==> src/rtl/instruction_fetch_unit.sv <==
// Instruction fetch unit: owns the PC, runs the memory read handshake and issues words to the decoder.
// Optional FETCH_COUNT_EN adds a saturating count of issued instructions on fetch_count.
module instruction_fetch_unit #(
    parameter int                 ADDR_W    = 7,
    parameter int                 INST_W    = 32,
    parameter logic [ADDR_W-1:0]  RESET_PC  = '0,
    parameter logic [INST_W-1:0]  HALT_WORD = 32'hFFFF_FFFF,
    parameter int                 TIMEOUT   = 15
) (
    input  logic              clk,
    input  logic              reset,
    output logic [ADDR_W-1:0] mem_addr,
    output logic              mem_en,
    input  logic [INST_W-1:0] mem_data,
    input  logic              mem_did_read,
    output logic [INST_W-1:0] inst_out,
    output logic              inst_valid,
    input  logic              inst_ready,
    input  logic              branch_valid,
    input  logic [ADDR_W-1:0] branch_target,
    output logic [ADDR_W-1:0] pc_out,
    output logic              halted,
`ifdef FETCH_COUNT_EN
    output logic [15:0]       fetch_count,
`endif
    output logic              fetch_err
);

    localparam int CNT_W = $clog2(TIMEOUT + 1);

    typedef enum logic [2:0] {
        S_REQ,
        S_WAIT,
        S_ISSUE,
        S_HALT,
        S_ERR
    } state_t;

    state_t             state, state_nx;
    logic [ADDR_W-1:0]  pc, pc_nx;
    logic [CNT_W-1:0]   cnt, cnt_nx;
    logic               capture;
    logic               handshake;

    assign mem_addr = pc;
    assign pc_out   = pc;

    // NOTE: every variable gets a default at the top so no path can leave one unassigned and infer a latch.
    always_comb begin
        state_nx  = state;
        pc_nx     = pc;
        cnt_nx    = cnt;
        capture   = 1'b0;
        handshake = 1'b0;

        case (state)
            S_REQ: begin
                // A did_read seen here may still belong to the previous address.
                state_nx = S_WAIT;
                cnt_nx   = '0;
            end
            S_WAIT: begin
                if (mem_did_read) begin
                    capture  = 1'b1;
                    cnt_nx   = '0;
                    state_nx = (mem_data == HALT_WORD) ? S_HALT : S_ISSUE;
                end else if (cnt == CNT_W'(TIMEOUT - 1)) begin
                    state_nx = S_ERR;
                end else begin
                    cnt_nx = cnt + CNT_W'(1);
                end
            end
            S_ISSUE: begin
                if (inst_ready) begin
                    handshake = 1'b1;
                    pc_nx     = pc + ADDR_W'(1);
                    state_nx  = S_REQ;
                end
            end
            default: ;
        endcase

        // Redirect wins over everything above; a capture in the same cycle is dropped.
        if (branch_valid && (state == S_REQ || state == S_WAIT || state == S_ISSUE)) begin
            pc_nx    = branch_target;
            cnt_nx   = '0;
            capture  = 1'b0;
            state_nx = S_REQ;
        end
    end

    // NOTE: sequential state uses non-blocking assignments so every register samples pre-edge values.
    always_ff @(posedge clk or posedge reset) begin
        if (reset) begin
            state      <= S_REQ;
            pc         <= RESET_PC;
            cnt        <= '0;
            mem_en     <= 1'b0;
            inst_out   <= '0;
            inst_valid <= 1'b0;
            halted     <= 1'b0;
            fetch_err  <= 1'b0;
        end else begin
            state      <= state_nx;
            pc         <= pc_nx;
            cnt        <= cnt_nx;
            mem_en     <= (state_nx == S_REQ) || (state_nx == S_WAIT);
            inst_valid <= (state_nx == S_ISSUE);
            halted     <= (state_nx == S_HALT);
            fetch_err  <= (state_nx == S_ERR);
            if (capture) begin
                inst_out <= mem_data;
            end
        end
    end

`ifdef FETCH_COUNT_EN
    always_ff @(posedge clk or posedge reset) begin
        if (reset) begin
            fetch_count <= '0;
        end else if (handshake && fetch_count != 16'hFFFF) begin
            fetch_count <= fetch_count + 16'd1;
        end
    end
`endif

endmodule

==> config.mk <==
export PLATFORM = sky130hd
export DESIGN_NAME = instruction_fetch_unit
export DESIGN_NICKNAME = d
export VERILOG_FILES = /design/src/rtl/instruction_fetch_unit.sv
export SDC_FILE = /design/constraint.sdc
export NUM_CORES = 1
export LEC_CHECK = 0
export ABC_AREA = 0
export ABC_CLOCK_PERIOD_IN_PS = 2700
export BUFFER_PORTS_ARGS = -buffer_cell sky130_fd_sc_hd__buf_2
export CORE_MARGIN = 2
export CORE_UTILIZATION = 51
export CTS_CLUSTER_SIZE = 14
export DETAILED_ROUTE_END_ITERATION = 8
export HOLD_SLACK_MARGIN = 0.06
export PLACE_DENSITY = 0.84
export RECOVER_POWER = 25
export SYNTH_ARGS = -nofsm -noshare
export SYNTH_HDL_FRONTEND = slang
export SYNTH_SLANG_ARGS = --single-unit
==> constraint.sdc <==
create_clock -name clk -period 2.7 [get_ports clk]
set_clock_uncertainty 0.05 [all_clocks]
set_input_delay 0.135 -clock clk [delete_from_list [all_inputs] [get_ports clk]]
set_output_delay 0.135 -clock clk [all_outputs]
set_load 0.02 [all_outputs]
**Word-level counts from Yosys, hierarchy flattened**

Index checks and enable logic that the tools add are counted.

- $add $sub $neg: 2
- Equal/unequal tests: 9
- Muxes and demuxes: 16
- Reductions and logical operators: 11

Operators by type and width:

| cell | count |
|---|---|
| 32-bit == test (second input constant) | 1 |
| 7-bit 2-to-1 mux | 3 |
| 3-bit 2-to-1 mux | 4 |
| 4-bit 2-to-1 mux | 3 |
| 3-bit by 2-bit == test with 1-bit output (second input constant) | 3 |
| 3-bit case mux with 3 select lines | 1 |
| 4-bit case mux with 2 select lines | 1 |
| 7-bit by 1-bit adder with 7-bit output (second input constant) | 1 |
| 3-bit by 1-bit == test with 1-bit output (second input constant) | 2 |
| 3-bit logical NOT | 2 |
| 4-bit by 1-bit adder with 4-bit output (second input constant) | 1 |
| 4-bit == test (second input constant) | 1 |
| 1-bit 2-to-1 mux | 4 |
| 4-bit by 3-bit inequality test with 1-bit output (second input constant) | 1 |
| 2-bit AND reduction | 2 |
| 2-bit nonzero test | 2 |
| 3-bit == test (second input constant) | 1 |
| 1-bit logical OR | 3 |
| 3-bit nonzero test | 1 |
| 1-bit logical AND | 1 |

- Register bits after elaboration: 50
- Input port bits: 44
- Output and inout bits: 50
- Word-level logic and storage cells: 46

**Logic depth before layout (Yosys ltp)**

- Depth in word-level cells: 7
- Depth in mapped cells: 7
- Depth with buffers taken out: 7

**Worst setup path after synthesis**

Ideal clock, no wire load.

- Path type: register to register
- Start point: register cnt[0]
- End point: register cnt[3]
- Setup time: 0.077 ns
- Data arrival time: 1.709 ns
- Required time: 2.573 ns
- Setup slack: 0.863 ns
- Stages on the path, launching flop included: 8
- Buffers on the path: 1
- Clock period less this slack: 1.837 ns
- Path through: dfrtp_1 > inv_1 > ha_1 > and3_2 > and3_4 > buf_2 > or4_1 > a21oi_1

- Longest elaborated chain between the ends: 5
- Elaborated cells on any way between the ends: 8
- Classes of those cells: add/sub (1); eq/ne (2); mux (4); reduce/logical (1)

RTL lines:

| item | line | text |
|---|---|---|
| start, declared | 41 | `logic [CNT_W-1:0] cnt, cnt_nx;` |
| start signal, assigned | 106 | `cnt <= cnt_nx;` |
| 4-bit by 1-bit adder with 4-bit output | 70 | `cnt_nx = cnt + CNT_W'(1);` |
| 4-bit 2-to-1 mux | 67 | `end else if (cnt == CNT_W'(TIMEOUT - 1)) begin` |
| 4-bit 2-to-1 mux | 63 | `if (mem_did_read) begin` |
| 4-bit case mux with 2 select lines | 56 | `case (state)` |
| 4-bit 2-to-1 mux | 84 | `if (branch_valid && (state == S_REQ \|\| state == S_WAIT \|\| state == S_ISSUE)) begin` |

Parallel ways exist; a longest one is shown, timed or not. The select of a mux whose other input is x is not followed.
A chain may end at the register's enable or synchronous reset.

**Worst setup path after layout**

- Start point: register cnt[0]
- End point: register cnt[2]

The elaborated chain is that of the path after synthesis.

==> impl_metrics.toml <==
[global_route]
first_global_vias = 1924
gr-total-overflow = 0
grt_max_degree = 51
track_usage_pct = 23.7
grt_pass1_wl_um = 9360
antenna_found_initial = 0

[job]
cap_violations = 0

[yosys]
syn_area_um2 = 2300
ys_seq_area_share_pct = 54.3
synth-seq-cells = 50
synthArstFlopShare_pct = 100
synth_edf_count = 0
synthAdderAreaFrac_pct = 1.63
ys_types = 38
ys.flop_type = "dfrtp_1"
synth_nets = 241
synth_compound_area_share_pct = 7.39
synth_top_family_by_area = "multiplexers"
yosys.area_share.simple_pct = 13.0
synth.avg_cell_area_um2 = 11.9
synthMuxAreaShare_pct = 17.1
yosysWarnings = 0
synth_xor_area_share_pct = 1.52
synth_cells = 194

[clocking]
post_cts_buffers = 0
clock_latency_ns = 0.30
cts_root_buf = "clkbuf_8"
cts_tree = "yes"
cts_resized = 0
path_clk_slew_ns = 0.09
clock_sink_count = 50
htreeDepth = 2
cts_buffers = 5
cts.path.max_buffers = 2

[floorplan]
fp.dieH_um = 71.2
initial_core_util_pct = 52.9
die_area_um2 = 5070
core_um2 = 4350
die_w_um = 71.2
io_pins = 94
core.rowCount = 24

[timing]
relSlewSlack_pct = 32.1
setup_violations = 0
tns_ns = 0
drv_slew = 0
tightest_slew_ns = 1.02
clock.fmax_ghz = 0.540
timing.final.crit_share_pct = 68.6
rsz0062_at_grt = "no"
period_minus_slack_ns = 1.85
hold_violations = 0

[detailed_routing]
wl_per_cell_um = 15.7
ant_nets = 0
drt-met1-wl_um = 2170
finalWirelength_um = 5870
drt_first_pass_iters = 4
drtIter0Drc = 145
drc_errors = 0
route.vias.total = 2025
route.met3.wl_um = 306
viasPerCell = 5.41
top_layer = "met4"
dr_wl_met2_um = 3280

[worst_setup_path]
arrival_ns = 2.03
cp-end-kind = "flop"
max_stage_delay_ns = 0.46
critPathLaunch = "cnt[0]"
path_cells = "inv_1 > ha_1 > and3_2 > and3_4 > or4_1 > a21oi_1"
cp_max_fo = 7
cp_slowest_cell = "or4_1"
cp_data_required_time_ns = 2.88
r2r_start = "cnt[0]"
startpoint_type = "flop"
critPathKind = "flop to flop"

[layout]
seq_area_um2 = 1250
multi_input_area_um2 = 936
fill_cells = 295
stdcell_count = 374
diodes = 0
drive_above_1_share_pct = 32.9
area_growth_pct = 39.4
nets = 368

[power_and_ir_drop]
clkPwrFrac_pct = 16.6
finalPower_mw = 2.79
seqPwrFrac_pct = 43.1
p_sw_mw = 1.12
cellPowerDensity_nw_per_um2 = 870
swShare_pct = 40.2
leakagePower_nw = 1.48
p_comb_share_pct = 40.4
p_int_mw = 1.67
max-vdd-ir-drop_uv = 560

[placed_design]
gp_congestion = 0.771
hpwl_um = 3710
io_buffer_count = 93
placed_cells = 326

[hold_path]
hold_class = "input pin to flop"
min_from = "mem_did_read"

[run_status]
status = "finished clean"
-- Yosys cell counts (2+ instances only) --
cell type | n | share of area (%)
nand2_1 | 13 | 2.1
o211ai_1 | 2 | 0.65
inv_1 | 7 | 1.1
nor2_1 | 6 | 0.98
nor3b_1 | 2 | 0.65
buf_4 | 7 | 2.3
o31ai_1 | 3 | 0.98
xnor2_1 | 2 | 0.76
or4_1 | 2 | 0.65
dfrtp_1 | 50 | 54
a21oi_1 | 5 | 1.1
buf_2 | 6 | 1.3
nand4_1 | 7 | 1.9
clkbuf_1 | 2 | 0.33
xor2_1 | 2 | 0.76
and3_1 | 6 | 1.6
ha_1 | 3 | 1.6
nand3_1 | 8 | 1.7
o21ai_0 | 7 | 1.5
nor4_1 | 2 | 0.54
a31oi_1 | 2 | 0.54
mux2_2 | 34 | 17
-- sequential cells by signal, summed over array words and instances (netlist names) --
signal      flops
cnt             4
state           3
inst_out       32
mem_addr        7
mem_en          1
fetch_err       1
halted          1
inst_valid      1
-- layout make-up --
| cell class | count | area share [%] |
|---|---|---|
| Inverter | 7 | 0.818 |
| Clock buffer | 6 | 2.57 |
| Tap cell | 52 | 2.03 |
| Clock inverter | 2 | 0.506 |
| Multi-Input combinational cell | 122 | 29.1 |
| Timing Repair Buffer | 135 | 26.0 |
| Sequential cell | 50 | 39.0 |
-- cells in the final DEF, fill, tap and decap left out, types with 7 or more instances in the layout --
cell type	count
dfrtp_1	50
buf_2	56
nand3_1	8
clkbuf_1	37
o21ai_0	7
mux2_2	34
nand2_1	13
dlygate4sd3_1	40
nand4_1	7
-- metrics by stage --
stage	utilization, %	instance area [µm²]	hold WS [ns]	setup WS, ns
floorplan	-	2300	0.202	0.863
global placement	63.4	2760	0.288	0.939
detailed placement	63.4	2760	0.292	0.882
CTS	74.8	3260	0.225	0.844
global route	73.8	3210	0.307	0.726
finish	73.8	3210	0.253	0.849
-- power groups by stage --
stage          combinational, mW  clock (mW)  sequential, mW
2_1_floorplan              0.420           0            1.53
3_3_place_gp                1.12           0            1.18
3_5_place_dp                1.15           0            1.20
4_1_cts                     1.19       0.479            1.18
5_1_grt                     1.20       0.502            1.24
6_report                    1.13       0.463            1.20
-- critical path: cells and delay by family (launching register included) --
kind / cells / cell delay (ns)
AO/OA/AOI/OAI: 1 / 0.17
adder cells (fa/ha/maj): 1 / 0.20
buffers and inverters: 1 / 0.06
flip-flops: 1 / 0.42
AND/OR/NAND/NOR: 3 / 0.88
-- routing by layer --
metal  vias up  GRT usage (%)
li1        950              -
met1       986           27.9
met2        76           43.7
met3        13           4.42
met4         0           7.13
met5         -              0
-- worst paths after layout --
check,cells after the start,slack [ns],to
max reg2reg,6,0.85,cnt[2]
max,6,0.85,cnt[2]
max in group asynchronous,3,1.41,cnt[3]
min,4,0.25,cnt[1]
min reg2reg,1,0.46,inst_out[29]
min in group asynchronous,3,0.57,state[0]
-- kinds of logic (layout without fill, tap and decap cells) --
logic type,count (synthesis),count (layout)
compound gates,26,26
xor+xnor,4,4
fa+ha+maj,3,3
buf+inv,22,150
flops,50,50
mux,35,35
simple gates,54,54
-- timing repair --
item                                    CTS  global route
hold buffers                             40             0
endpoints found under the hold margin    58             0
endpoints found under the setup margin    0             0
Power figures use the tool's default switching activity.
